### config.mk
export PLATFORM = sky130hd
export DESIGN_NAME = mmss_timer
export DESIGN_NICKNAME = d
export VERILOG_FILES = /design/src/rtl/mmss_timer.sv
export SDC_FILE = /design/constraint.sdc
export NUM_CORES = 1
export LEC_CHECK = 0
export ABC_CLOCK_PERIOD_IN_PS = 3000
export CORE_MARGIN = 2
export CORE_UTILIZATION = 40
export DETAILED_ROUTE_END_ITERATION = 10
export PLACE_DENSITY = 0.67
export SYNTH_ARGS = -nofsm -noshare
export SYNTH_HDL_FRONTEND = slang
export SYNTH_SLANG_ARGS = --single-unit
### constraint.sdc
create_clock -name clk -period 3 [get_ports clk]
set_input_delay 0.75 -clock clk [delete_from_list [all_inputs] [get_ports clk]]
set_output_delay 0.75 -clock clk [all_outputs]
set_load 0.01 [all_outputs]
### src/rtl/mmss_timer.sv
// MM:SS BCD up/down timer with preset load, clear, wrap/saturate limits
// and registered rollover/done strobes.
module mmss_timer #(
    parameter int MIN_TENS_MAX = 5,
    parameter int WRAP         = 1
) (
    input  logic       clk,
    input  logic       rst,
    input  logic       pulse,
    input  logic       run,
    input  logic       dir,
    input  logic       clear,
    input  logic       load,
    input  logic [3:0] load_min_tens,
    input  logic [3:0] load_min_units,
    input  logic [3:0] load_sec_tens,
    input  logic [3:0] load_sec_units,
    output logic [3:0] seconds_units,
    output logic [3:0] seconds_tens,
    output logic [3:0] minutes_units,
    output logic [3:0] minutes_tens,
    output logic       rollover,
    output logic       done,
    output logic       at_zero
);

    localparam logic [3:0] MT_MAX = 4'(MIN_TENS_MAX);

    logic [3:0] su, st, mu, mt;
    logic [3:0] su_n, st_n, mu_n, mt_n;
    logic       roll_q, done_q, roll_n, done_n;
    logic       is_max, is_zero, is_one;

    function automatic logic [3:0] clamp(input logic [3:0] v, input logic [3:0] lim);
        return (v > lim) ? lim : v;
    endfunction

    assign is_max  = (mt == MT_MAX) && (mu == 4'd9) && (st == 4'd5) && (su == 4'd9);
    assign is_zero = (mt == '0) && (mu == '0) && (st == '0) && (su == '0);
    assign is_one  = (mt == '0) && (mu == '0) && (st == '0) && (su == 4'd1);

    always_comb begin
        su_n   = su;
        st_n   = st;
        mu_n   = mu;
        mt_n   = mt;
        roll_n = 1'b0;
        done_n = 1'b0;
        if (clear) begin
            su_n = '0;
            st_n = '0;
            mu_n = '0;
            mt_n = '0;
        end else if (load) begin
            su_n = clamp(load_sec_units, 4'd9);
            st_n = clamp(load_sec_tens, 4'd5);
            mu_n = clamp(load_min_units, 4'd9);
            mt_n = clamp(load_min_tens, MT_MAX);
        end else if (pulse && run) begin
            if (!dir) begin
                // Limit checked first so the carry chain never pushes minutes-tens past its maximum.
                if (is_max) begin
                    if (WRAP != 0) begin
                        su_n   = '0;
                        st_n   = '0;
                        mu_n   = '0;
                        mt_n   = '0;
                        roll_n = 1'b1;
                    end
                end else if (su != 4'd9) begin
                    su_n = su + 4'd1;
                end else begin
                    su_n = '0;
                    if (st != 4'd5) begin
                        st_n = st + 4'd1;
                    end else begin
                        st_n = '0;
                        if (mu != 4'd9) begin
                            mu_n = mu + 4'd1;
                        end else begin
                            mu_n = '0;
                            mt_n = mt + 4'd1;
                        end
                    end
                end
            end else begin
                if (is_zero) begin
                    if (WRAP != 0) begin
                        su_n   = 4'd9;
                        st_n   = 4'd5;
                        mu_n   = 4'd9;
                        mt_n   = MT_MAX;
                        roll_n = 1'b1;
                    end
                end else begin
                    done_n = is_one;
                    if (su != '0) begin
                        su_n = su - 4'd1;
                    end else begin
                        su_n = 4'd9;
                        if (st != '0) begin
                            st_n = st - 4'd1;
                        end else begin
                            st_n = 4'd5;
                            if (mu != '0) begin
                                mu_n = mu - 4'd1;
                            end else begin
                                mu_n = 4'd9;
                                mt_n = mt - 4'd1;
                            end
                        end
                    end
                end
            end
        end
    end

    always_ff @(posedge clk or negedge rst) begin
        if (!rst) begin
            su     <= '0;
            st     <= '0;
            mu     <= '0;
            mt     <= '0;
            roll_q <= 1'b0;
            done_q <= 1'b0;
        end else begin
            su     <= su_n;
            st     <= st_n;
            mu     <= mu_n;
            mt     <= mt_n;
            roll_q <= roll_n;
            done_q <= done_n;
        end
    end

    assign seconds_units = su;
    assign seconds_tens  = st;
    assign minutes_units = mu;
    assign minutes_tens  = mt;
    assign rollover      = roll_q;
    assign done          = done_q;
    assign at_zero       = is_zero;

endmodule

# Word-level counts from Yosys, hierarchy flattened
# Cells that the tools add are included.
[totals] elab_cells=108 inputBits=23 out_inout_bits=19 regBits=18
[classes] addsub=8 order_cmp=4 n_eq_ne=14 n_mux=57 n_reduce_logical=19
[op_table] op="4-bit 2-to-1 mux" count=46
[op_table] op="5-bit != test, second input constant" count=6
[op_table] op="4-bit by 1-bit adder with 4-bit output, second input constant" count=4
[op_table] op="4-bit logical NOT" count=4
[op_table] op="4-bit by 1-bit subtractor with 4-bit output, second input constant" count=4
[op_table] op="4-bit nonzero test" count=3
[op_table] op="1-bit 2-to-1 mux" count=11
[op_table] op="4-bit by 3-bit == test with 1-bit output, second input constant" count=2
[op_table] op="4-bit == test, second input constant" count=2
[op_table] op="4-bit by 3-bit greater-than comparator with 1-bit output, second input constant" count=2
[op_table] op="4-bit greater-than comparator, second input constant" count=2
[op_table] op="1-bit logical AND" count=8
[op_table] op="4-bit != test, second input constant" count=2
[op_table] op="7-bit AND reduction" count=1
[op_table] op="5-bit AND reduction" count=1
[op_table] op="4-bit by 1-bit == test with 1-bit output, second input constant" count=1
[op_table] op="4-bit by 3-bit != test with 1-bit output, second input constant" count=1
[op_table] op="3-bit AND reduction" count=1
[op_table] op="3-bit nonzero test" count=1

# Longest topological paths before layout
# Gate-level depths: netlist (run 1).
[depth] ltp_word=9 ltp_mapped=7 mapped_depth_nobuf=6

# Worst setup path before layout (run 1)
# OpenSTA, ideal clock, no wires.
[synth_path] kind="register to output" from="reg mt[0], in the netlist minutes_tens[0]" to="out at_zero" t_required_ps=2250 arrival_ps=1706 path_stages_with_launch=6 path_buffers=0 path_slack_ps=544 cell_sequence="dfrtp_1 > inv_1 > ha_1 > or4b_4 > or3_1 > nor2_1"
[synth_between] elab_chain_len=4
[synth_lines] element="from (decl)" line="29" text="logic [3:0] su, st, mu, mt;"
[synth_lines] element="from (signal assigned)" line="130" text="mt <= mt_n;"
[synth_lines] element="4-bit logical NOT" line="39" text="assign is_zero = (mt == '0) && (mu == '0) && (st == '0) && (su == '0);"
[synth_lines] element="1-bit logical AND (3 in series)" line="39"
[synth_lines] element="to (decl)" line="24" text="output logic at_zero"
# No other way between the ends.

# Worst setup path in the final report (run 1)
[layout_path] from="reg mt[1], in the netlist minutes_tens[1]" to="out at_zero"
# Same word-level chain as after synthesis.

==> results of run 1 <==
timing repair:
item,CTS,global route
pin swaps,0,0
endpoints found under the setup margin,1,1
hold buffers,0,0
cloned,0,0
gates resized for setup,1,2
flip-flops by register name, indices dropped and copies added, names as in the netlist:
| name | count |
|---|---|
| done | 1 |
| minutes_tens | 4 |
| seconds_units | 4 |
| minutes_units | 4 |
| rollover | 1 |
| seconds_tens | 4 |
through the flow:
| step | cell area, um2 | total power, uW | setup WS (ps) |
|---|---|---|---|
| global route | 2360 | 851 | 83.1 |
| detailed placement | 2310 | 597 | 105 |
| floorplan | 1740 | 458 | 544 |
| finish | 2360 | 802 | 203 |
| CTS | 2360 | 807 | 68.5 |
| global placement | 2310 | 594 | 140 |
critical path, stage by stage (launching register included):
cell and delay [ps]:
dfrtp_1 380, inv_1 110, ha_1 180, or4b_4 480
or3_1 390, nor2_1 100, clkbuf_2 140
how the worst max path moves through the flow:
stage                         end                        start  slack, ps  cells past startpoint
after floorplan           at_zero  minutes_tens[0]$_DFFE_PN0P_        540                      5
after global placement    at_zero  minutes_tens[0]$_DFFE_PN0P_        140                      6
after detailed placement  at_zero  minutes_tens[1]$_DFFE_PN0P_        100                      6
after CTS                 at_zero  minutes_tens[1]$_DFFE_PN0P_         70                      6
after global routing      at_zero  minutes_tens[0]$_DFFE_PN0P_         80                      6
final                     at_zero  minutes_tens[1]$_DFFE_PN0P_        200                      6
power by group through the flow:
stage	Combinational, uW	Sequential [uW]	Clock [uW]
2_1_floorplan	167	291	0
3_3_place_gp	315	279	0
3_5_place_dp	317	280	0
4_1_cts	319	275	213
5_1_grt	350	278	223
6_report	318	275	209
kinds of logic (layout without fill, tap and decap cells):
logic type / Yosys count / count (layout)
fa+ha+maj: 9 / 9
flops: 18 / 18
mux: 5 / 5
compound gates: 63 / 63
buf+inv: 27 / 79
simple gates: 79 / 79
xor+xnor: 5 / 5
metal layers:
metal | share of wire (%) | track usage (%)
met1 | 48 | 29.6
met2 | 47 | 33.1
met3 | 4.9 | 2.45
met4 | 0.34 | 4.91
met5 | 0 | 0
final cells by class:
| class | count | area, um2 |
|---|---|---|
| Multi-Input combinational cell | 161 | 1180 |
| Sequential cell | 18 | 450 |
| Fill cell | 407 | 1730 |
| Clock buffer | 4 | 55.1 |
| Inverter | 13 | 48.8 |
| Timing Repair Buffer | 62 | 563 |
| Tap cell | 50 | 62.6 |
layout by cell type, fill, tap and decap left out, types with 4 or more instances in the layout:
cell type / n
o21ai_0: 5
clkdlybuf4s50_1: 40
dfrtp_1: 18
buf_4: 21
inv_1: 13
nor3_1: 6
xnor2_1: 5
nand3b_1: 5
a31oi_1: 4
clkbuf_8: 4
ha_1: 9
o21a_1: 6
o211ai_1: 4
a21oi_1: 10
nand2_1: 9
nor2_1: 18
nand3_1: 5
nand2b_1: 4
o41ai_1: 5
mux2i_1: 4
==> out/qor.yml, run 1 <==
floorplan:
  die_w_um: 70.0
  die_area_um2: 4900
  die_height_um: 70.0
  start_util_pct: 42.6
  boundaryPins: 42
  core_area_um2: 4090
  rows: 23
logic_synthesis:
  synth_async_sr_flop_share_pct: 100
  yosys_warnings: 0
  synth_area_per_inst_um2: 8.45
  flip_flop_and_latch_count_after_synthesis: 18
  commonest_cells_in_the_netlist: "18 x dfrtp_1, 18 x nor2_1, 13 x inv_1"
  dominantRegCellSynth: "dfrtp_1"
  synth_seq_area_share_pct: 25.9
  largest_cells_by_area_after_synthesis: "dfrtp_1 26%, ha_1 6.5%, nor2_1 3.9%"
  yosysUniqueCellTypes: 64
  synthXorXnorAreaFrac_pct: 2.51
  synth_enable_flop_cells: 0
  synth_top_cell_area_share_pct: 25.9
  synth_simple_gate_area_share_pct: 28.7
  synth_top_family_by_area: "simple AND/OR/NAND/NOR gates"
  post-synth-top-area-cell: "dfrtp_1"
  synth_net_count: 238
  yosys.area_share.adder_pct: 6.47
  netlist_area_um2: 1740
  netlist_instances: 206
  synth_mux_area_share_pct: 2.95
  synth-compound-area-share_pct: 27.1
grt:
  grt_remaining_overflow: 0
  number_of_global_route_vias_before_repair: 1654
  grt_first_pass_wirelength_mm: 8.35
  antenna_found_initial: 0
  total_track_usage_pct: 20.7
  grt_start_max_net_pins: 19
critical_path:
  class_of_the_most_critical_setup_path: "flip-flop to output pin"
  critPathMaxFanout: 4
  worstReg2RegEnd: "minutes_tens[1]$_DFFE_PN0P_"
  reg2reg_slack_ps: 920
  timing.critical_path.required_ps: 2250
  setup.worst_path.start_class: "flip-flop"
  crit-reg2reg-launch: "minutes_tens[1]$_DFFE_PN0P_"
  timing.reg2reg.worst_path_depth: 6
  crit_path_end_kind: "output pin"
  worstPathArrival_ps: 2050
timing:
  grt_setup_unrepaired: "false"
  setup_violations: 0
  finalHoldWorstSlack_ps: 616
  setup_tns_ps: 0
  post-route-min-period_ps: 2800
  timing_hold_violations_final: 0
  slew_viol_final: 0
  period_share_pct: 93.2
  timing.max_slew.rel_slack_pct: 64.9
  max_slew.worst_pin.slew_ps: 527
  achievable-frequency_mhz: 358
  max_clock_skew_ps: 5.46
placed_design:
  place.gp.congestion: 0.853
  detailedPlacementHpwl_mm: 3.82
  portBuffers: 41
  dp.cells: 304
clock_network:
  clock_insertion_delay_worst_skew_ps: 260
  cts_setup_buffers: 0
  tritoncts_num_sinks: 18
  cts_made_buffers: 3
  clock_path_buffers: 2
  cts_max_level: 1
  ctsRootBufferMaster: "clkbuf_8"
  cts.reportedPaths.clkPinSlew_ps: 80
  tritoncts: "done"
hold_path:
  hold_crit_start: "minutes_tens[1]$_DFFE_PN0P_"
  hold_end: "minutes_tens[1]$_DFFE_PN0P_"
  whs_path_depth: 2
  hold_path.class: "flip-flop to flip-flop"
routing:
  drt_pre_antenna_iters: 4
  vias_per_cell: 5.70
  routed_wire_length_per_instance_um: 16.0
  route.vias.total: 1756
  dr.first_iter.drc_count: 116
  number_of_design_rule_violations_left_after_detail_routing: 0
  route.final.wire_length_mm: 4.94
  ant_nets: 0
finish:
  nets: 291
  final-instance-count-excl-fill: 308
  area_growth_pct: 35.4
  layout.core_utilization_pct: 57.7
  antenna_cells: 0
  drive_above_1_share_pct: 14.7
run_status:
  run_status: "complete, no violations"
power:
  pwr_density_cell_nw_per_um2: 340
  max_ir_drop_vdd_mv: 0.197
  power_leakage_uw: 0.000989
  internal_power_uw: 537
  power.switching_uw: 265
  pwr-share-clk_pct: 26.1
  fraction_of_power_spent_switching_nets_pct: 33.1
  pwr-share-comb_pct: 39.7
  power.sequential.fraction_pct: 34.3
run:
  maxCapViolCount: 0
Note: power is estimated with default switching activity, not from simulation.
==> run 2: changes to the inputs <==
--- a/config.mk
+++ b/config.mk
@@ -5,7 +5,7 @@
 export SDC_FILE = /design/constraint.sdc
 export NUM_CORES = 1
 export LEC_CHECK = 0
-export ABC_CLOCK_PERIOD_IN_PS = 3000
+export ABC_CLOCK_PERIOD_IN_PS = 3420
 export CORE_MARGIN = 2
 export CORE_UTILIZATION = 40
 export DETAILED_ROUTE_END_ITERATION = 10
==> constraint.sdc (replaced) <==
create_clock -name clk -period 3.42 [get_ports clk]
set_input_delay 0.855 -clock clk [delete_from_list [all_inputs] [get_ports clk]]
set_output_delay 0.855 -clock clk [all_outputs]
set_load 0.01 [all_outputs]
==> run 2 against run 1 <==
Hold slack worse by 1.3 ps. Register-to-register slack better by 270 ps. Clock power is 15% lower. Sequential power is 5% lower. Worst setup slack better by 210 ps. Utilization is 2.2 points lower. Largest power group is now sequential cells. Critical path depth stayed put.
==> out/qor.yml, run 2 (same netlist as run 1, synthesis figures left out) <==
power:
  fraction_of_power_spent_switching_nets_pct: 32.7  # -0.36 points
  power.sequential.fraction_pct: 38.4  # +4.1 points
  power_leakage_uw: 0.000938  # -5.1%
  power.switching_uw: 222  # -16%
  pwr_density_cell_nw_per_um2: 299  # -12%
  pwr-share-clk_pct: 26.3  # +0.2 points
  max_ir_drop_vdd_mv: 0.169  # -14%
  internal_power_uw: 456  # -15%
  pwr-share-comb_pct: 35.3  # -4.4 points
timing:
  slew_viol_final: 0  # unchanged
  grt_setup_unrepaired: "false"
  max_clock_skew_ps: 5.92  # +0.466 ps
  setup_tns_ps: 0  # unchanged
  achievable-frequency_mhz: 333
  timing.max_slew.rel_slack_pct: 43.1  # -22 points
  period_share_pct: 87.9
  finalHoldWorstSlack_ps: 615  # -1.27 ps
  post-route-min-period_ps: 3000
  timing_hold_violations_final: 0  # unchanged
  setup_violations: 0  # unchanged
  max_slew.worst_pin.slew_ps: 851  # +324 ps
finish:
  layout.core_utilization_pct: 55.5  # -2.2 points
  final-instance-count-excl-fill: 295  # -4.2%
  drive_above_1_share_pct: 10.2  # -4.5 points
  top_library_cells_by_usage_in_the_layout_fill_and_taps_aside: "40 x clkdlybuf4s50_1, 18 x nor2_1, 17 x dfrtp_1"
  area_growth_pct: 30.3
  mostFrequentLayoutCell: "clkdlybuf4s50_1"
  antenna_cells: 0  # unchanged
  filler_cell_count: 384  # -5.7%
  nets: 278  # -4.5%
clock_network:
  clock_path_buffers: 2  # unchanged
  ctsRootBufferMaster: "clkbuf_8"
  cts_max_level: 1  # unchanged
  cts_made_buffers: 3  # unchanged
  cts.reportedPaths.clkPinSlew_ps: 70  # about the same
  clock_insertion_delay_worst_skew_ps: 260  # about the same
  tritoncts_num_sinks: 18  # unchanged
  tritoncts: "done"
placed_design:
  place.gp.congestion: 0.929  # +9.0%
  portBuffers: 41  # unchanged
  detailedPlacementHpwl_mm: 3.54  # -7.1%
  dp.cells: 291  # -4.3%
critical_path:
  critPathSlowestCell: "or4b_4"
  class_of_the_most_critical_setup_path: "flip-flop to output pin"
  slowest_delay_ps: 490  # about the same
  timing.critical_path.required_ps: 2560  # +310 ps
  worstPathArrival_ps: 2150  # +100 ps
  crit_chain: "inv_1 -> ha_1 -> or4b_4 -> or3_1 -> nor2_1 -> dlymetal6s2s_1"
  critPathMaxFanout: 6  # +2
  setup.worst_path.start_class: "flip-flop"
  crit_path_end_kind: "output pin"
run_status:
  run_status: "complete, no violations"
routing:
  route.vias.total: 1761  # +0.28%
  dr.first_iter.drc_count: 116  # unchanged
  ant_nets: 0  # unchanged
  vias_per_cell: 5.97  # +4.7%
  routed_wire_length_per_instance_um: 16.2  # +1.2%
  drt_pre_antenna_iters: 4  # unchanged
  number_of_design_rule_violations_left_after_detail_routing: 0  # unchanged
  route.final.wire_length_mm: 4.79  # -3.1%
hold_path:
  hold_path.class: "flip-flop to flip-flop"
floorplan:
  die_height_um: 70.0  # unchanged
  start_util_pct: 42.6  # unchanged
  rows: 23  # unchanged
  boundaryPins: 42  # unchanged
  die_area_um2: 4900  # unchanged
  core_area_um2: 4090  # unchanged
  die_w_um: 70.0  # unchanged
grt:
  grt_first_pass_wirelength_mm: 7.95  # -4.8%
  grt_start_max_net_pins: 19  # unchanged
  antenna_found_initial: 0  # unchanged
  number_of_global_route_vias_before_repair: 1653  # -0.060%
  total_track_usage_pct: 19.8  # -0.83 points
  grt_remaining_overflow: 0  # unchanged
run:
  maxCapViolCount: 0  # unchanged
[run 2: changes by cell type in the layout (fill, tap and decap cells not counted)]
cell / before / now
clkbuf_2: 1 / 0
dfrtp_1: 18 / 17
dlymetal6s2s_1: 0 / 1
buf_4: 21 / 8
dfrtp_2: 0 / 1
[run 2: worst paths after layout]
kind	start	endpoint	slack (ps)	cells past startpoint
setup / recovery	minutes_tens[0]$_DFFE_PN0P_	at_zero	420	6
hold / removal	minutes_tens[0]$_DFFE_PN0P_	minutes_tens[0]$_DFFE_PN0P_	610	2
setup reg to reg	minutes_tens[0]$_DFFE_PN0P_	minutes_tens[1]$_DFFE_PN0P_	1190	6
hold reg to reg	minutes_tens[0]$_DFFE_PN0P_	minutes_tens[0]$_DFFE_PN0P_	610	2
max in group asynchronous	rst	minutes_tens[0]$_DFFE_PN0P_	1770	1
min in group asynchronous	rst	minutes_tens[0]$_DFFE_PN0P_	1080	1
[run 2: power by group through the flow]
stage | registers (uW) | logic (uW) | clock network [uW]
after floorplan | 256 | 146 | 0
after global placement | 264 | 239 | 0
after detailed placement | 264 | 238 | 0
after CTS | 259 | 240 | 185
after global routing | 264 | 264 | 192
final | 260 | 240 | 178
[run 2: cell type report]
| class | instances | area [um2] | share of cell area [%] |
|---|---|---|---|
| multi-input combinational | 161 | 1180 | 51.9 |
| timing repair buffer | 49 | 473 | 20.8 |
| clock buffer | 4 | 55.1 | 2.43 |
| tap | 50 | 62.6 | 2.76 |
| sequential | 18 | 452 | 19.9 |
| inverter | 13 | 48.8 | 2.15 |
[run 2: worst max-delay path, delay by kind of cell, from the launching register on]
kind	cells	cell delay [ps]
buf+inv	2	280
simple gates	3	980
fa+ha+maj	1	190
flops	1	440
[run 2: metrics by stage]
stage	setup WS [ps]	total power, uW	instance area (um2)
2_1_floorplan	859	402	1740
3_3_place_gp	355	502	2210
3_5_place_dp	349	502	2210
4_1_cts	20.7	685	2270
5_1_grt	324	719	2270
6_report	415	678	2270
[run 2: per-layer routing]
metal | GRT usage (%) | wire (um) | up-vias
met1 | 28.8 | 2280 | 837
met2 | 30.3 | 2190 | 52
li1 | - | - | 867
met4 | 6.62 | 53 | 0
met3 | 2.45 | 265 | 5
met5 | 0 | 0 | -
[run 2: what timing repair did]
item	in CTS	in global routing
hold buffers	0	0
setup buffers	0	0
resized for setup	0	2
endpoints found under the setup margin	0	1
